$ cat src/rtl/sipo_frame_ctrl.sv
// Serial receive controller: start-bit detect, mid-bit sampling, LSB-first assembly, stop check, valid/ready holding register.
// Optional even-parity bit after the data bits is compiled in with `define SIPO_FRAME_CTRL_PARITY_EN.
module sipo_frame_ctrl #(
  parameter int CLKS_PER_BIT = 4,
  parameter int WORD_W       = 8
) (
  input  logic              i_clk,
  input  logic              i_rst,
  input  logic              i_en,
  input  logic              i_serial,
  input  logic              i_ready,
  output logic [WORD_W-1:0] o_word,
  output logic              o_valid,
  output logic              o_sample,
  output logic [3:0]        o_bit_idx,
  output logic              o_busy,
  output logic              o_frame_err,
  output logic              o_overrun,
  output logic              o_parity_err
);

  localparam int HALF  = CLKS_PER_BIT / 2;
  localparam int CNT_W = (CLKS_PER_BIT > 1) ? $clog2(CLKS_PER_BIT) : 1;
  localparam logic [CNT_W-1:0] CNT_HALF = CNT_W'(HALF - 1);
  localparam logic [CNT_W-1:0] CNT_LAST = CNT_W'(CLKS_PER_BIT - 1);
  localparam logic [3:0]       IDX_LAST = 4'(WORD_W - 1);

  typedef enum logic [2:0] {
    ST_IDLE   = 3'd0,
    ST_START  = 3'd1,
    ST_DATA   = 3'd2,
`ifdef SIPO_FRAME_CTRL_PARITY_EN
    ST_PARITY = 3'd3,
`endif
    ST_STOP   = 3'd4,
    ST_BREAK  = 3'd5
  } state_t;

  state_t            state_q, state_d;
  logic              sync1_q, sync_q;
  logic [CNT_W-1:0]  cnt_q, cnt_d;
  logic [3:0]        bit_idx_q, bit_idx_d;
  logic [WORD_W-1:0] shreg_q, shreg_d;
  logic [WORD_W-1:0] word_q, word_d;
  logic              valid_q, valid_d;
  logic              ferr_q, ferr_d;
  logic              ovr_q, ovr_d;
  logic              sample;
  logic              commit;
`ifdef SIPO_FRAME_CTRL_PARITY_EN
  logic              perr_q, perr_d;
  logic              drop_q, drop_d;
`endif

  // Line is asynchronous; both flops idle high so reset never looks like a start bit.
  always_ff @(posedge i_clk or posedge i_rst) begin
    if (i_rst) begin
      sync1_q <= 1'b1;
      sync_q  <= 1'b1;
    end else begin
      sync1_q <= i_serial;
      sync_q  <= sync1_q;
    end
  end

  always_ff @(posedge i_clk or posedge i_rst) begin
    if (i_rst) begin
      state_q   <= ST_IDLE;
      cnt_q     <= '0;
      bit_idx_q <= '0;
      shreg_q   <= '0;
      word_q    <= '0;
      valid_q   <= 1'b0;
      ferr_q    <= 1'b0;
      ovr_q     <= 1'b0;
`ifdef SIPO_FRAME_CTRL_PARITY_EN
      perr_q    <= 1'b0;
      drop_q    <= 1'b0;
`endif
    end else begin
      state_q   <= state_d;
      cnt_q     <= cnt_d;
      bit_idx_q <= bit_idx_d;
      shreg_q   <= shreg_d;
      word_q    <= word_d;
      valid_q   <= valid_d;
      ferr_q    <= ferr_d;
      ovr_q     <= ovr_d;
`ifdef SIPO_FRAME_CTRL_PARITY_EN
      perr_q    <= perr_d;
      drop_q    <= drop_d;
`endif
    end
  end

  always_comb begin
    state_d   = state_q;
    cnt_d     = cnt_q + 1'b1;
    bit_idx_d = bit_idx_q;
    shreg_d   = shreg_q;
    sample    = 1'b0;
    commit    = 1'b0;
    ferr_d    = 1'b0;
`ifdef SIPO_FRAME_CTRL_PARITY_EN
    perr_d    = 1'b0;
    drop_d    = drop_q;
`endif

    case (state_q)
      ST_IDLE: begin
        cnt_d = '0;
        if (!sync_q) begin
          state_d = ST_START;
`ifdef SIPO_FRAME_CTRL_PARITY_EN
          drop_d  = 1'b0;
`endif
        end
      end
      ST_START: begin
        if (cnt_q == CNT_HALF) begin
          if (!sync_q) begin
            state_d   = ST_DATA;
            cnt_d     = '0;
            bit_idx_d = '0;
          end else begin
            state_d   = ST_IDLE;
          end
        end
      end
      ST_DATA: begin
        if (cnt_q == CNT_LAST) begin
          sample = 1'b1;
          cnt_d  = '0;
          for (int i = 0; i < WORD_W; i++) begin
            if (bit_idx_q == 4'(i)) shreg_d[i] = sync_q;
          end
          if (bit_idx_q == IDX_LAST) begin
`ifdef SIPO_FRAME_CTRL_PARITY_EN
            state_d = ST_PARITY;
`else
            state_d = ST_STOP;
`endif
          end else begin
            bit_idx_d = bit_idx_q + 4'd1;
          end
        end
      end
`ifdef SIPO_FRAME_CTRL_PARITY_EN
      ST_PARITY: begin
        if (cnt_q == CNT_LAST) begin
          cnt_d   = '0;
          state_d = ST_STOP;
          if ((^shreg_q) != sync_q) begin
            perr_d = 1'b1;
            drop_d = 1'b1;
          end
        end
      end
`endif
      ST_STOP: begin
        if (cnt_q == CNT_LAST) begin
          cnt_d = '0;
          if (sync_q) begin
            state_d = ST_IDLE;
`ifdef SIPO_FRAME_CTRL_PARITY_EN
            commit  = !drop_q;
`else
            commit  = 1'b1;
`endif
          end else begin
            state_d = ST_BREAK;
            ferr_d  = 1'b1;
          end
        end
      end
      ST_BREAK: begin
        cnt_d = '0;
        if (sync_q) state_d = ST_IDLE;
      end
      default: begin
        state_d = ST_IDLE;
        cnt_d   = '0;
      end
    endcase

    // Disable abandons the frame in flight but leaves the holding register alone.
    if (!i_en) begin
      state_d = ST_IDLE;
      cnt_d   = '0;
      sample  = 1'b0;
      commit  = 1'b0;
      ferr_d  = 1'b0;
`ifdef SIPO_FRAME_CTRL_PARITY_EN
      perr_d  = 1'b0;
`endif
    end

    word_d  = word_q;
    valid_d = valid_q;
    ovr_d   = 1'b0;
    if (valid_q && i_ready) valid_d = 1'b0;
    if (commit) begin
      if (!valid_q || i_ready) begin
        word_d  = shreg_q;
        valid_d = 1'b1;
      end else begin
        ovr_d   = 1'b1;
      end
    end
  end

  assign o_word      = word_q;
  assign o_valid     = valid_q;
  assign o_sample    = sample;
  assign o_bit_idx   = bit_idx_q;
  assign o_busy      = (state_q != ST_IDLE);
  assign o_frame_err = ferr_q;
  assign o_overrun   = ovr_q;
`ifdef SIPO_FRAME_CTRL_PARITY_EN
  assign o_parity_err = perr_q;
`else
  assign o_parity_err = 1'b0;
`endif

endmodule

$ cat config.mk
export PLATFORM = sky130hd
export DESIGN_NAME = sipo_frame_ctrl
export DESIGN_NICKNAME = d
export VERILOG_FILES = /design/src/rtl/sipo_frame_ctrl.sv
export SDC_FILE = /design/constraint.sdc
export NUM_CORES = 1
export LEC_CHECK = 0
export CORE_MARGIN = 8
export CORE_UTILIZATION = 65
export DETAILED_ROUTE_END_ITERATION = 8
export DONT_BUFFER_PORTS = 1
export PLACE_DENSITY = 0.81
export SLEW_MARGIN = 25
export SYNTH_ARGS = -nofsm -noshare
export SYNTH_HDL_FRONTEND = slang
export SYNTH_SLANG_ARGS = --single-unit
$ cat constraint.sdc
create_clock -name i_clk -period 3.06 [get_ports i_clk]
set_clock_uncertainty 0.2 [all_clocks]
set_input_delay 0.612 -clock i_clk [delete_from_list [all_inputs] [get_ports i_clk]]
set_output_delay 0.612 -clock i_clk [all_outputs]
set_load 0.1 [all_outputs]
# Yosys cells after proc, flatten, opt, wreduce, memory -nomap -nowiden
# Cells that the tools add are included.
dict set report word_totals {
  in_bits 5
  output_inout_bits 18
  wordCells 97
  register_bits 30
}
dict set report op_classes {
  n_eq_ne 23
  n_reduce_logical 19
  n_mux 36
  add_sub_neg 2
}
# operator count
set ops {}
lappend ops {{$mux W3} 8}
lappend ops {{$reduce_and A3 Y1} 8}
lappend ops {{$ne A3 B3 Y1 const B} 6}
lappend ops {{$eq A4 B3 Y1 const B} 4}
lappend ops {{$mux W1} 16}
lappend ops {{$mux W4} 4}
lappend ops {{$pmux W3 S5} 1}
lappend ops {{$mux W2} 5}
lappend ops {{$eq A4 B2 Y1 const B} 2}
lappend ops {{$ne A2 B2 Y1 const B} 4}
lappend ops {{$pmux W4 S2} 1}
lappend ops {{$eq A3 B3 Y1 const B} 2}
lappend ops {{$reduce_and A6 Y1} 1}
lappend ops {{$reduce_and A5 Y1} 1}
lappend ops {{$add A4 B1 Y4 const B} 1}
lappend ops {{$eq A4 B1 Y1 const B} 1}
lappend ops {{$logic_not A4 Y1} 1}
lappend ops {{$pmux W2 S2} 1}
lappend ops {{$eq A3 B1 Y1 const B} 1}
lappend ops {{$eq A3 B2 Y1 const B} 1}
lappend ops {{$logic_not A3 Y1} 1}
lappend ops {{$reduce_bool A3 Y1} 1}
lappend ops {{$add A2 B1 Y2 const B} 1}
lappend ops {{$eq A2 B1 Y1 const B} 1}
lappend ops {{7 further kinds} 7}

# Longest topological paths before layout
# Gate-level depths: netlist (run 1).
dict set report depth {
  depth_word 5
  mapped_depth 6
  ltp_nobuf 6
}

# Worst setup path after synthesis (run 1)
# No wires, ideal clock.
dict set report synth_path {
  kind {reg-to-output}
  startpoint {register cnt_q[0]}
  endpoint {output o_sample}
  path_slack_ns 0.642
  path_buffers 1
  arrival_time_ns 1.606
  t_required_ns 2.248
  stages_incl_launch_ff 5
  cell_sequence {dfrtp_1 ha_1 clkbuf_2 nor2b_1 and3_1}
}
dict set report synth_between {
  elab_chain_len 4
}
# element line
set synth_lines {}
lappend synth_lines {{from (decl)} 41} ;# logic [CNT_W-1:0] cnt_q, cnt_d;
lappend synth_lines {{from (signal assigned)} 82} ;# cnt_q <= cnt_d;
lappend synth_lines {{$eq A2 B2 Y1} 131} ;# if (cnt_q == CNT_LAST) begin
lappend synth_lines {{$mux W1} 131}
lappend synth_lines {{$mux W1} 109} ;# case (state_q)
lappend synth_lines {{$mux W1} 187} ;# if (!i_en) begin
lappend synth_lines {{to (decl)} 14} ;# output logic o_sample,
# No other way between the ends.

# Worst setup path after layout (run 1)
# Same ends and word-level chain as after synthesis.

==> results of run 1 <==
per-stage QoR:
step | hold slack (ns) | utilization | setup slack, ns
floorplan | 0.145 | - | 0.642
global placement | 0.149 | 0.722 | 0.958
detailed placement | 0.150 | 0.722 | 0.900
CTS | 0.0205 | 0.756 | 0.513
global route | 0.0305 | 0.756 | 0.425
finish | 0.0112 | 0.756 | 0.523
power groups by stage:
stage | Clock, mW | Combinational, mW | Sequential [mW]
2_1_floorplan | 0 | 0.0459 | 0.413
3_3_place_gp | 0 | 0.0492 | 0.416
3_5_place_dp | 0 | 0.0502 | 0.417
4_1_cts | 0.322 | 0.0507 | 0.410
5_1_grt | 0.339 | 0.0547 | 0.411
6_report | 0.314 | 0.0504 | 0.410
kinds of logic (layout without fill, tap and decap cells):
logic type      after synthesis  in the layout  synth area share
compound gates               15             15            0.0709
simple gates                 46             46             0.196
buf+inv                      12             21            0.0362
other cells                   1              1           0.00241
flops                        30             30             0.485
mux                          18             18             0.154
fa+ha+maj                     7              7            0.0564
final timing paths:
kind                           from      endpoint  slack (ns)  cells after the start
setup / recovery           cnt_q[0]      o_sample        0.52                      4
hold / removal                i_rst     o_word[4]        0.01                      2
setup reg to reg           cnt_q[1]  o_bit_idx[0]        1.20                      6
hold reg to reg             sync1_q        sync_q        0.16                      0
max in group asynchronous     i_rst       sync1_q        2.34                      2
min in group i_clk         i_serial       sync1_q        0.06                      0
worst reg2reg max path: stages, from the launching register on:
cell and delay (ns):
dfrtp_1 0.41, inv_1 0.06, ha_1 0.22, nand4bb_1 0.19, a21oi_2 0.30, nand2_1 0.11, mux2_2 0.27
registers in the layout (all words and copies together) (netlist names):
signal / count
cnt_q: 2
o_bit_idx: 4
o_frame_err: 1
o_overrun: 1
o_valid: 1
o_word: 8
shreg_q: 8
state_q: 3
sync1_q: 1
sync_q: 1
cell usage in the layout (no fill, tap or decap), drive strengths merged, types with 5 or more instances in the layout:
master  Yosys  routed
nand2      13      13
inv         5       5
dfrtp      28      28
ha          7       7
nand3       6       6
buf         4       8
clkbuf      3       5
nand2b      5       5
mux2       17      17
nor2b       5       5
layout make-up:
| type | count | area [um^2] | area share |
|---|---|---|---|
| clock inverters | 3 | 40.0 | 0.0237 |
| multi-input cells | 87 | 744 | 0.441 |
| flip-flops and latches | 30 | 753 | 0.446 |
| repair buffers | 8 | 60.1 | 0.0356 |
| well taps | 28 | 35.0 | 0.0207 |
| inverters | 5 | 18.8 | 0.0111 |
| clock buffers | 5 | 37.5 | 0.0222 |
metal layers:
layer,share of wire,vias to the layer above,GRT usage
met1,0.42,483,0.182
met3,0.079,7,0.0722
met4,0.019,0,0.0654
met2,0.48,33,0.240
li1,-,464,-
met5,0,-,0
synth_stat cells (2+ instances only):
cell and count:
and3_1 3, buf_4 2, buf_2 2, mux2_4 10, nand3_1 5, dfstp_2 2, nand2b_1 4, nand3b_1 2
o21ai_0 2, dfrtp_1 28, nor2_1 3, mux2_2 3, nor2b_1 5, clkbuf_1 2, mux2_1 4, ha_1 7
inv_1 5, nand2_1 13, a21oi_1 3
==> results.yml, run 1 <==
drt:
  ant_nets: 0
  detail_route.wl_per_cell_um: 17.7
  drc: 0
  via_count: 987
  drt_pre_antenna_iters: 5
  wirelength_mm: 2.94
  drt_iter0_drc: 39
  viasPerCell: 5.95
sta:
  rsz0062_at_grt: "no"
  setup_viol_count_final: 0
  fin_setup_tns_ns: 0
  clock.fmax_mhz: 394
  maxSlewViolCount: 0
  finalCritPeriodShare: 0.829
  worst_slew_pin_slew_ns: 0.914
  hold_violations: 0
  fin_crit_ns: 2.54
  slew_headroom: 0.391
global_routing:
  grt_pass1_wl_mm: 5.05
  grt_max_degree: 31
  grt_overflow: 0
  grt_pass1_vias: 1016
  track_usage: 0.155
  antenna_found_initial: 0
power_and_ir_drop:
  power_mw: 0.775
  switching_share: 0.244
  cellInternalPower_mw: 0.585
  p_seq_frac: 0.529
  p_leak_nw: 0.837
  peakVddDrop_mv: 0.506
  power_density_nw_per_um2: 459
  netSwitchingPower_mw: 0.189
  p_comb_frac: 0.065
  clock_power_share: 0.406
clock_tree:
  clock-sinks: 30
  cts_made_buffers: 5
  clkLatencyLatePin_ns: 0.34
  post_cts_buffers: 0
  cts_buffer_depth: 2
  holdBufCountCts: 0
  ctsRootBufferMaster: "clkbuf_4"
  cts_tree: "done"
  post_cts_resized: 0
  htreeDepth: 2
  clkTransAtPathRegs_ns: 0.10
critical_path:
  cp_max_fo: 9
  cp.arrival_ns: 1.73
  worstPathRequired_ns: 2.25
  cp_num_buf_inv: 1
  end_kind: "output pin"
  crit_chain: "ha_1 > nor2b_1 > and3_1 > buf_4"
  critPathMaxStageDelay_ns: 0.39
  start_kind: "flop"
  critical_path_class: "flop to output pin"
  slowest_stage: "dfrtp_1"
  path_delay_family: "flip-flops"
logic_synthesis:
  yosysSeqAreaShare: 0.485
  synth_cells: 129
  syn-cell-area_um2: 1550
  avgSynthCellArea_um2: 12.0
  async_flop_share: 1.00
  synth_area_leader_cell: "dfrtp_1"
  ys_warn_count: 0
  synth_top_area_frac: 0.451
  netlist_top_cells_area: "dfrtp_1 (45%), mux2_4 (9.7%), ha_1 (5.6%)"
  ys_ff_latch: 30
  synth_edf_count: 0
  syn-num-nets: 141
  synth_cell_types: 43
  synth_top_flop_cell: "dfrtp_1"
placement:
  portBuffers: 0
  postPlaceCellArea_um2: 1610
  dp_cells: 158
  gp_routability_congestion: 0.908
  hpwl_mm: 2.08
die:
  dieHeight_um: 64.9
  core_area_um2: 2230
  dieArea_um2: 4210
  start_util: 0.696
  io_pins: 23
  fp-row-count: 17
  die_w_um: 64.9
finish:
  syn2layout_area_growth_pct: 8.70
  fin_area_um2: 1690
  stdcell_count: 166
  drive_gt1_frac: 0.283
  fin_nets: 149
  diodes: 0
  n_fill_cell: 148
run_status:
  status: "finished clean"
flow_run:
  drv_cap: 0
hold_path:
  hp-class: "input pin to asynchronous set/reset pin"
(Power assumes the default switching activity.)
==> run 2, diff against run 1 <==
CORE_UTILIZATION = 55   (was 65)
PLACE_DENSITY = 0.73   (was 0.81)
clock period = 2.3 ns   (was 3.06 ns; I/O delays follow)
==> run 2 against run 1 <==
Register-to-register slack worse by 0.79 ns. First-iteration DRC count up 5.1%. Utilization down 9.2 points. Hold slack better by 0.035 ns. Critical path type unchanged. Largest cell class is now multi-input gates. Highest routed layer unchanged.
==> results.yml, run 2 (synthesis results as in run 1) <==
global_routing:
  grt_max_degree: 23
  antenna_found_initial: 0
  grt_overflow: 0
  track_usage: 0.132
  grt_pass1_vias: 1048
  grt_pass1_wl_mm: 5.27
critical_path:
  cp.arrival_ns: 1.55
  critical_path_class: "flop to output pin"
  start_kind: "flop"
  end_kind: "output pin"
  slowest_stage: "dfrtp_1"
  cp_max_fo: 9
  path_delay_family: "flip-flops"
  crit_chain: "ha_4 > nor2b_2 > and3_1 > buf_12"
  cp_num_buf_inv: 1
  critPathMaxStageDelay_ns: 0.42
  reg2reg_slack_ns: 0.41
  r2r-end: "o_bit_idx[0]"
  worstPathRequired_ns: 1.64
  reg2reg_depth: 6
  rr_startpoint: "cnt_q[1]"
finish:
  diodes: 0
  syn2layout_area_growth_pct: 15.9
  fin_area_um2: 1800
  layout_commonest_cell: "dfrtp_1"
  n_fill_cell: 208
  fin_nets: 154
  drive_gt1_frac: 0.322
  mostFrequentLayoutCells: "dfrtp_1 (27), nand2_1 (13), mux2_4 (10), buf_4 (10), ha_1 (6)"
run_status:
  status: "finished clean"
die:
  io_pins: 23
  dieArea_um2: 4780
  dieHeight_um: 69.2
  core_area_um2: 2710
  start_util: 0.573
  fp-row-count: 19
  die_w_um: 69.2
drt:
  viasPerCell: 5.78
  ant_nets: 0
  via_count: 1006
  wirelength_mm: 2.93
  detail_route.wl_per_cell_um: 16.9
  drt_iter0_drc: 41
  drt_pre_antenna_iters: 4
  drc: 0
power_and_ir_drop:
  peakVddDrop_mv: 0.453
  power_density_nw_per_um2: 652
  p_leak_nw: 0.873
hold_path:
  whs_endpoint: "state_q[1]"
  hp-class: "input pin to flop"
  hold_depth: 2
  hold_start: "i_en"
clock_tree:
  clkTransAtPathRegs_ns: 0.10
  clkLatencyLatePin_ns: 0.33
  cts_buffer_depth: 2
  cts_made_buffers: 5
  htreeDepth: 2
  ctsRootBufferMaster: "clkbuf_4"
  clock-sinks: 30
  cts_tree: "done"
sta:
  setup_viol_count_final: 0
  fin_setup_tns_ns: 0
  slew_headroom: 0.391
  clock.fmax_mhz: 452
  maxSlewViolCount: 0
  hold_violations: 0
  rsz0062_at_grt: "no"
  fin_crit_ns: 2.21
  worst_slew_pin_slew_ns: 0.913
  finalCritPeriodShare: 0.961
placement:
  gp_routability_congestion: 0.812
  postPlaceCellArea_um2: 1640
  portBuffers: 0
  hpwl_mm: 2.19
flow_run:
  drv_cap: 0
[run 2: per-stage QoR]
step | hold WS (ns) | setup slack [ns] | power (mW) | utilization | instances
final | 0.0466 | 0.0888 | 1.17 | 0.664 | 174
after global placement | 0.131 | 0.370 | 0.619 | 0.606 | 163
after floorplan | 0.145 | 0.0339 | 0.611 | - | 129
after global routing | 0.0238 | 0.00461 | 1.22 | 0.664 | 174
after CTS | 0.0360 | 0.0196 | 1.18 | 0.660 | 173
after detailed placement | 0.137 | 0.301 | 0.622 | 0.606 | 163
[run 2: area by class of cell]
type | count | area, um^2 | area share
clock buffers | 6 | 51.3 | 0.0285
clock inverters | 2 | 60.1 | 0.0334
inverters | 5 | 18.8 | 0.0104
multi-input cells | 87 | 762 | 0.423
flip-flops and latches | 30 | 754 | 0.419
well taps | 31 | 38.8 | 0.0215
repair buffers | 13 | 115 | 0.0639
[run 2: power breakdown]
group / total [mW] / internal [mW] / switching, mW
combinational: 0.0699 / 0.0236 / 0.0463
sequential: 0.546 / 0.534 / 0.0120
clock: 0.558 / 0.368 / 0.189
[run 2: worst max-delay path by stage]
stage | startpoint | to | cells after the start
2_1_floorplan | cnt_q[0] | o_sample | 4
3_3_place_gp | cnt_q[0] | o_sample | 4
3_5_place_dp | cnt_q[0] | o_sample | 4
4_1_cts | state_q[0] | o_sample | 3
5_1_grt | cnt_q[0] | o_sample | 4
6_report | cnt_q[1] | o_sample | 4
[run 2: routing by layer]
metal / vias to the layer above / routed length, um / GRT usage
li1: 472 / - / -
met1: 501 / 1310 / 0.154
met2: 27 / 1390 / 0.206
met3: 6 / 195 / 0.0629
met4: 0 / 38 / 0.0478
met5: - / 0 / 0
[run 2: repair_timing]
item / in CTS / in global routing
endpoints found under the hold margin: 7 / 0
endpoints found under the setup margin: 1 / 1
cloned: 0 / 0
resized for setup: 3 / 2
hold buffers: 2 / 0
setup buffers: 0 / 1
==> run 3, diff against run 2 <==
CORE_UTILIZATION = 59   (was 55)
CTS_BUF_LIST = sky130_fd_sc_hd__clkbuf_8   (was default)
PLACE_DENSITY = 0.78   (was 0.73)
==> run 3 against run 2 <==
Critical endpoint unchanged. Non-clock buffer count down 1. Combinational power decreased by 2%. First-iteration DRC count down 9.8%.
==> results.yml, run 3 (synthesis results as in run 1) <==
drt:
  wl_met2_mm: 1.44
  via_count: 985
  wl_met1_mm: 1.26
  detail_route.wl_per_cell_um: 16.8
  drc: 0
  drt_iter0_drc: 37
  top_layer: "met4"
  viasPerCell: 5.73
  wirelength_mm: 2.90
  ant_nets: 0
  dr_wl_met3_um: 160
  drt_pre_antenna_iters: 4
die:
  dieHeight_um: 67.3
  die_w_um: 67.3
  start_util: 0.627
  dieArea_um2: 4530
  io_pins: 23
  fp-row-count: 18
  core_area_um2: 2480
power_and_ir_drop:
  power_density_nw_per_um2: 587
  cellInternalPower_mw: 0.793
  p_leak_nw: 0.862
  switching_share: 0.235
  netSwitchingPower_mw: 0.244
  power_mw: 1.04
  p_comb_frac: 0.066
  clock_power_share: 0.407
  peakVddDrop_mv: 0.429
  p_seq_frac: 0.527
sta:
  hold_violations: 0
  maxSlewViolCount: 0
  finalCritPeriodShare: 0.963
  worst_slew_pin_slew_ns: 0.923
  slew_headroom: 0.385
  rsz0062_at_grt: "no"
  setup_viol_count_final: 0
  clock.fmax_mhz: 452
  fin_setup_tns_ns: 0
  fin_crit_ns: 2.21
global_routing:
  grt_pass1_wl_mm: 4.88
  track_usage: 0.139
  antenna_found_initial: 0
  grt_max_degree: 22
  grt_pass1_vias: 1043
  grt_overflow: 0
finish:
  syn2layout_area_growth_pct: 13.7
  fin_nets: 153
  mostFrequentLayoutCells: "dfrtp_1 (27), nand2_1 (13), mux2_4 (10), buf_4 (9)"
  n_fill_cell: 184
  drive_gt1_frac: 0.296
  layout_commonest_cell: "dfrtp_1"
  diodes: 0
critical_path:
  critical_path_class: "flop to output pin"
  cp_max_fo: 9
  cp.arrival_ns: 1.55
  start_kind: "flop"
  end_kind: "output pin"
  worstPathRequired_ns: 1.64
clock_tree:
  clkLatencyLatePin_ns: 0.27
  ctsRootBufferMaster: "clkbuf_8"
  clock-sinks: 30
  cts_made_buffers: 5
  cts_tree: "done"
  htreeDepth: 2
  clkTransAtPathRegs_ns: 0.06
  cts_buffer_depth: 2
placement:
  gp_routability_congestion: 0.792
  portBuffers: 0
  hpwl_mm: 2.06
flow_run:
  drv_cap: 0
hold_path:
  hp-class: "input pin to flop"
run_status:
  status: "finished clean"
run 3: cell count changes in the layout (fill, tap and decap cells not counted):
cell       before  now
clkbuf_4        5    0
clkinv_2        0    1
buf_4          10    9
nor2b_1         3    5
nor2b_2         2    0
clkbuf_8        1    6
inv_1           5    6
bufinv_16       2    0
run 3: repair_timing:
item	4_1_cts	5_1_grt
hold buffers	2	0
hold endpoints to repair	10	0
resized for setup	0	3
buffers inserted	0	0
endpoints found under the setup margin	0	1
run 3: area by class of cell:
| type | count | area, um^2 | share of cell area |
|---|---|---|---|
| clock inverters | 2 | 8.76 | 0.00496 |
| multi-input cells | 87 | 757 | 0.428 |
| clock buffers | 6 | 82.6 | 0.0467 |
| inverters | 5 | 18.8 | 0.0106 |
| flip-flops and latches | 30 | 754 | 0.427 |
| repair buffers | 12 | 108 | 0.0609 |
| well taps | 30 | 37.5 | 0.0212 |
run 3: per-stage QoR:
stage               utilization  setup slack (ns)  instances  area (um^2)  hold slack (ns)
global route              0.713            0.0134        172         1770            0.106
global placement          0.663             0.374        162         1640            0.125
detailed placement        0.663             0.329        162         1640            0.129
CTS                       0.708            0.0199        172         1750            0.104
finish                    0.713            0.0856        172         1770            0.108
floorplan                     -            0.0339        129         1550            0.145
run 3: power groups by stage:
stage                     Combinational, mW  Clock [mW]  Sequential [mW]
after global routing                 0.0748       0.459            0.548
after CTS                            0.0688       0.431            0.546
after floorplan                      0.0611           0            0.550
after global placement               0.0646           0            0.555
after detailed placement             0.0659           0            0.555
final                                0.0683       0.422            0.547
run 3: final timing paths:
path | from | endpoint | slack [ns] | depth (start not counted)
worst max register to register | cnt_q[1] | o_bit_idx[0] | 0.39 | 6
worst max-delay path | cnt_q[0] | o_sample | 0.09 | 4
max in group asynchronous | i_rst | sync1_q | 0.86 | 3
worst min-delay path | i_en | cnt_q[1] | 0.11 | 1
worst min register to register | sync1_q | sync_q | 0.16 | 0
min in group asynchronous | i_rst | o_word[7] | 0.39 | 2
run 3: critical path, cell delays in order (launching register included):
cell and delay (ns):
dfrtp_1 0.42, ha_4 0.21, nor2b_1 0.23, and3_1 0.24, buf_12 0.18
run 3: routing by layer:
metal,vias up,track usage
met5,-,0
met1,489,0.161
met4,0,0.0548
met3,4,0.0430
li1,472,-
met2,20,0.234
